`config.mk`:
```
export PLATFORM = sky130hd
export DESIGN_NAME = cpu_sequencer
export DESIGN_NICKNAME = d
export VERILOG_FILES = /design/src/rtl/cpu_sequencer.sv
export SDC_FILE = /design/constraint.sdc
export NUM_CORES = 1
export LEC_CHECK = 0
export ABC_AREA = 1
export CORE_MARGIN = 3
export CORE_UTILIZATION = 34
export CTS_BUF_LIST = sky130_fd_sc_hd__clkbuf_2
export CTS_CLUSTER_SIZE = 8
export DETAILED_ROUTE_END_ITERATION = 16
export PLACE_DENSITY = 0.88
export SLEW_MARGIN = 20
export SYNTH_ARGS = -nofsm -noshare
export SYNTH_HDL_FRONTEND = slang
export SYNTH_SLANG_ARGS = --single-unit
```
`constraint.sdc`:
```
create_clock -name clk -period 1.75 [get_ports clk]
set_clock_uncertainty 0.15 [all_clocks]
set_input_delay 0.35 -clock clk [delete_from_list [all_inputs] [get_ports clk]]
set_output_delay 0.35 -clock clk [all_outputs]
set_load 0.02 [all_outputs]
```
`src/rtl/cpu_sequencer.sv`:
```
// CPU sequencer: gates control_unit state advance by run/step/halt mode and retires instructions.
// Optional performance counters are built when SEQ_PERF_CNT_EN is defined.
module cpu_sequencer (
    input  logic        clk,
    input  logic        reset,
    input  logic [2:0]  next_state,
    input  logic        halt,
    input  logic        run,
    input  logic        step,
    output logic [2:0]  state,
    output logic        cpu_en,
    output logic [1:0]  mode,
    output logic        retire,
    output logic        bad_state,
    output logic [15:0] cycle_count,
    output logic [15:0] instr_count
);

    typedef enum logic [2:0] {
        FETCH      = 3'b000,
        DECODE     = 3'b001,
        EXECUTE    = 3'b010,
        MEMORY     = 3'b011,
        WRITEBACK  = 3'b100,
        HALT_STATE = 3'b101
    } cpu_state_e;

    typedef enum logic [1:0] {
        MODE_IDLE   = 2'b00,
        MODE_RUN    = 2'b01,
        MODE_STEP   = 2'b10,
        MODE_HALTED = 2'b11
    } seq_mode_e;

    cpu_state_e state_q, state_d;
    seq_mode_e  mode_q, mode_d;
    logic       bad_state_q, bad_state_d;
    logic       halt_evt, illegal_evt, boundary;

    always_ff @(posedge clk) begin
        if (reset) begin
            state_q     <= FETCH;
            mode_q      <= MODE_IDLE;
            bad_state_q <= 1'b0;
        end else begin
            state_q     <= state_d;
            mode_q      <= mode_d;
            bad_state_q <= bad_state_d;
        end
    end

    // Halt outranks both the illegal-state recovery and the boundary rule.
    always_comb begin
        cpu_en      = !reset && (mode_q == MODE_RUN || mode_q == MODE_STEP);
        halt_evt    = cpu_en && (halt || next_state == HALT_STATE);
        illegal_evt = cpu_en && !halt_evt && (next_state[2:1] == 2'b11);
        boundary    = cpu_en && !halt_evt && (state_q != FETCH) && (next_state == FETCH);
        retire      = boundary;

        state_d     = state_q;
        mode_d      = mode_q;
        bad_state_d = bad_state_q;

        if (halt_evt) begin
            state_d = HALT_STATE;
            mode_d  = MODE_HALTED;
        end else if (illegal_evt) begin
            state_d     = FETCH;
            mode_d      = MODE_IDLE;
            bad_state_d = 1'b1;
        end else begin
            if (cpu_en) begin
                state_d = cpu_state_e'(next_state);
            end
            case (mode_q)
                MODE_IDLE: begin
                    if (run) begin
                        mode_d = MODE_RUN;
                    end else if (step) begin
                        mode_d = MODE_STEP;
                    end
                end
                MODE_RUN: begin
                    if (boundary && !run) begin
                        mode_d = MODE_IDLE;
                    end
                end
                MODE_STEP: begin
                    if (boundary) begin
                        mode_d = MODE_IDLE;
                    end
                end
                default: mode_d = MODE_HALTED;
            endcase
        end
    end

    assign state     = state_q;
    assign mode      = mode_q;
    assign bad_state = bad_state_q;

`ifdef SEQ_PERF_CNT_EN
    logic [15:0] cycle_count_q, cycle_count_d;
    logic [15:0] instr_count_q, instr_count_d;

    always_comb begin
        cycle_count_d = cycle_count_q;
        instr_count_d = instr_count_q;
        if (cpu_en && cycle_count_q != '1) begin
            cycle_count_d = cycle_count_q + 16'd1;
        end
        if (retire && instr_count_q != '1) begin
            instr_count_d = instr_count_q + 16'd1;
        end
    end

    always_ff @(posedge clk) begin
        if (reset) begin
            cycle_count_q <= '0;
            instr_count_q <= '0;
        end else begin
            cycle_count_q <= cycle_count_d;
            instr_count_q <= instr_count_d;
        end
    end

    assign cycle_count = cycle_count_q;
    assign instr_count = instr_count_q;
`else
    assign cycle_count = '0;
    assign instr_count = '0;
`endif

endmodule

```
==> metrics.txt <==
outcome=complete, but fails checks; violated checks=setup timing; CTS clk-pin slew, worst paths=~0.070 ns; CTS tree=yes; Setup TNS=-0.267 ns; vias per cell=just under 4; vias in the first global route=roughly 610; area of the multi-input gates=between 400 and 500 µm²; Flop pwr share=between 10% and 20%; Detailed Route Iter0 Violations=4; Layout fillers=roughly 230; Finished Layout Cells=177; Die H=53.2 µm; crit path capture type=primary output; global-route wire length before repair=around 2500 µm; Worst IR Drop VDD=608 µV; Final Hold Vio Count=0; total track usage=between 10% and 20%; RSZ-0062 raised after global routing=true; share of cells above drive strength 1=34.0%; Initial Utilization=~37%; core area=0.00204 mm²; synthesized area=~760 µm²; critical path fanouts, max=2; Synth area leaders=buf_4, dfxtp_1, inv_1; fmax=0.532 GHz; top-area cell type share of the netlist area=31.7%; Worst setup SP type=flop; total number of H-tree levels=1; Max-cap violations=0; clock sink count=6; fin crit period=1.88 ns; leak pwr=0.000604 µW; post-synth top area cell=buf_4; register area share after synthesis=approximately 16%; P_int=between 600 and 700 µW; Clk pwr share=under 10%; part of the power in combinational logic=between 70 and 80%; largest net degree at the start of global routing=6; vias after detailed routing=around 700; gpl congestion=between 0.9 and 1; Remaining DRCs=0; TritonCTS Buffers=3; Cell Rows=16; NumNets Final=between 150 and 200; Overflow after GRT=0; Setup violations, final=4; Cells after Synth=109; placed cell count=approximately 170; Yosys reg bits=6; Clock Latency Late Sink=0.22 ns; switch share=45.7%; Power per Cell Area=~1100 mW/mm²; hold crit path type=reg -> reg; Port Buffers=15; Warnings, synthesis=0; ant diodes=0; Critical Path RT=about 1.3 ns; FF+latch area=about 130 µm²; Final ANT Viol Nets=0; Area Overhead vs Synth=39.8%; Post-Place Worst Slack=-0.625 ns; total power=1160 µW; post-DP HPWL=between 1000 and 1500 µm; Distinct cells, synth=23; die area=around 0.0028 mm²; CTS Root Cell=clkbuf_2; Setup CP Type=reg -> out; Slew Viols, Final=0; wire per inst=between 8 and 9 µm; die width=approximately 53 µm; number of iterations in the first detailed-routing pass=4; Top-Level Pins=48; WP data arrival=1.38 ns; Total Wirelength=about 1500 µm; Tcrit/Tclk final=107%; Final WS setup=-0.128 ns; Sw Pwr=~530 µW; initial antenna violation count=0; Mean Syn Cell Area=approximately 6.9 µm²; Max Root-Sink Buffers=2
## layout make-up
class                   instances  share of cell area (%)
multi-input cells              81                    44.2
repair buffers                 38                    30.5
flip-flops and latches          6                    12.1
inverters                      21                    8.16
well taps                      27                    3.19
clock buffers                   4                    1.89
## path summary, 6_finish.rpt
path | startpoint | to | slack, ns | depth (start not counted)
max | mode[0] | retire | -0.13 | 9
max reg2reg | mode[0] | mode[0] | -0.02 | 12
min reg2reg | bad_state | bad_state | 0.31 | 1
min | bad_state | bad_state | 0.31 | 1
## synth_stat cells
library cell / n
o21ai_1: 1
nand3_1: 6
a211oi_1: 1
a21oi_1: 2
inv_2: 2
nand3_2: 4
o21ai_0: 4
inv_4: 1
o21a_1: 1
nor2_8: 1
nand2_1: 13
nor2_4: 1
dfxtp_1: 6
nand4_2: 1
conb_1: 1
buf_4: 32
o21bai_1: 1
nand2_4: 1
o211ai_1: 1
ha_1: 3
inv_1: 18
nand4_1: 2
nor2_1: 6
## power by group through the flow
stage	registers (µW)	clock network [µW]	logic (µW)
final	215	110	836
after global routing	221	126	939
after CTS	216	116	823
after detailed placement	216	0	821
after global placement	215	0	795
after floorplan	275	0	482
## sequential cells by signal (all words and copies together) (netlist names)
signal,cells
bad_state,1
state,3
mode,2
## stage by stage
step | hold WS (ns) | util (%) | area (µm²)
global route | 0.337 | 51.8 | 1060
finish | 0.313 | 51.8 | 1060
global placement | 0.310 | 49.0 | 1000
floorplan | 0.259 | - | 898
detailed placement | 0.306 | 49.0 | 1000
CTS | 0.319 | 51.0 | 1040
## layout by cell type, fill, tap and decap left out
| master | n |
|---|---|
| a211oi_2 | 1 |
| a21oi_1 | 2 |
| buf_4 | 22 |
| buf_6 | 3 |
| clkbuf_2 | 4 |
| clkdlybuf4s50_1 | 8 |
| conb_1 | 32 |
| dfxtp_1 | 4 |
| dfxtp_4 | 2 |
| dlygate4sd2_1 | 5 |
| ha_1 | 2 |
| ha_4 | 1 |
| inv_1 | 14 |
| inv_2 | 4 |
| inv_4 | 3 |
| nand2_1 | 12 |
| nand2_2 | 1 |
| nand2_4 | 1 |
| nand3_1 | 5 |
| nand3_2 | 5 |
| nand4_1 | 2 |
| nand4_4 | 1 |
| nor2_1 | 5 |
| nor2_2 | 1 |
| nor2_4 | 1 |
| nor2_8 | 1 |
| o211ai_1 | 1 |
| o21a_1 | 1 |
| o21ai_0 | 4 |
| o21ai_1 | 1 |
| o21bai_1 | 1 |
## routing by layer
layer / vias to the layer above / track usage, % / wire, µm
li1: 356 / - / -
met1: 303 / 13.3 / 592
met2: 27 / 21.3 / 806
met3: 0 / 5.07 / 136
met4: 0 / 1.28 / 0
met5: - / 0 / 0
## cells by family after synthesis
| logic type | after synthesis | synth area share [%] |
|---|---|---|
| compound gates | 11 | 8.60 |
| fa+ha+maj | 3 | 4.96 |
| buf+inv | 53 | 42.5 |
| flops | 6 | 15.9 |
| other cells | 1 | 0.495 |
| simple gates | 35 | 27.6 |
## critical path, stage by stage, from the launching register on
cell and delay (ns):
dfxtp_4 0.36, inv_4 0.04, ha_4 0.26, inv_2 0.04, nor2_4 0.11, inv_4 0.06, nor2_8 0.08, nand2_2 0.07
inv_2 0.05, buf_6 0.10
## timing repair
item	CTS	global route
pin swaps	3	6
hold buffers	0	0
gates resized for setup	21	4
setup endpoints to repair	7	7
setup buffers	1	2
Power figures use the tool's default switching activity.
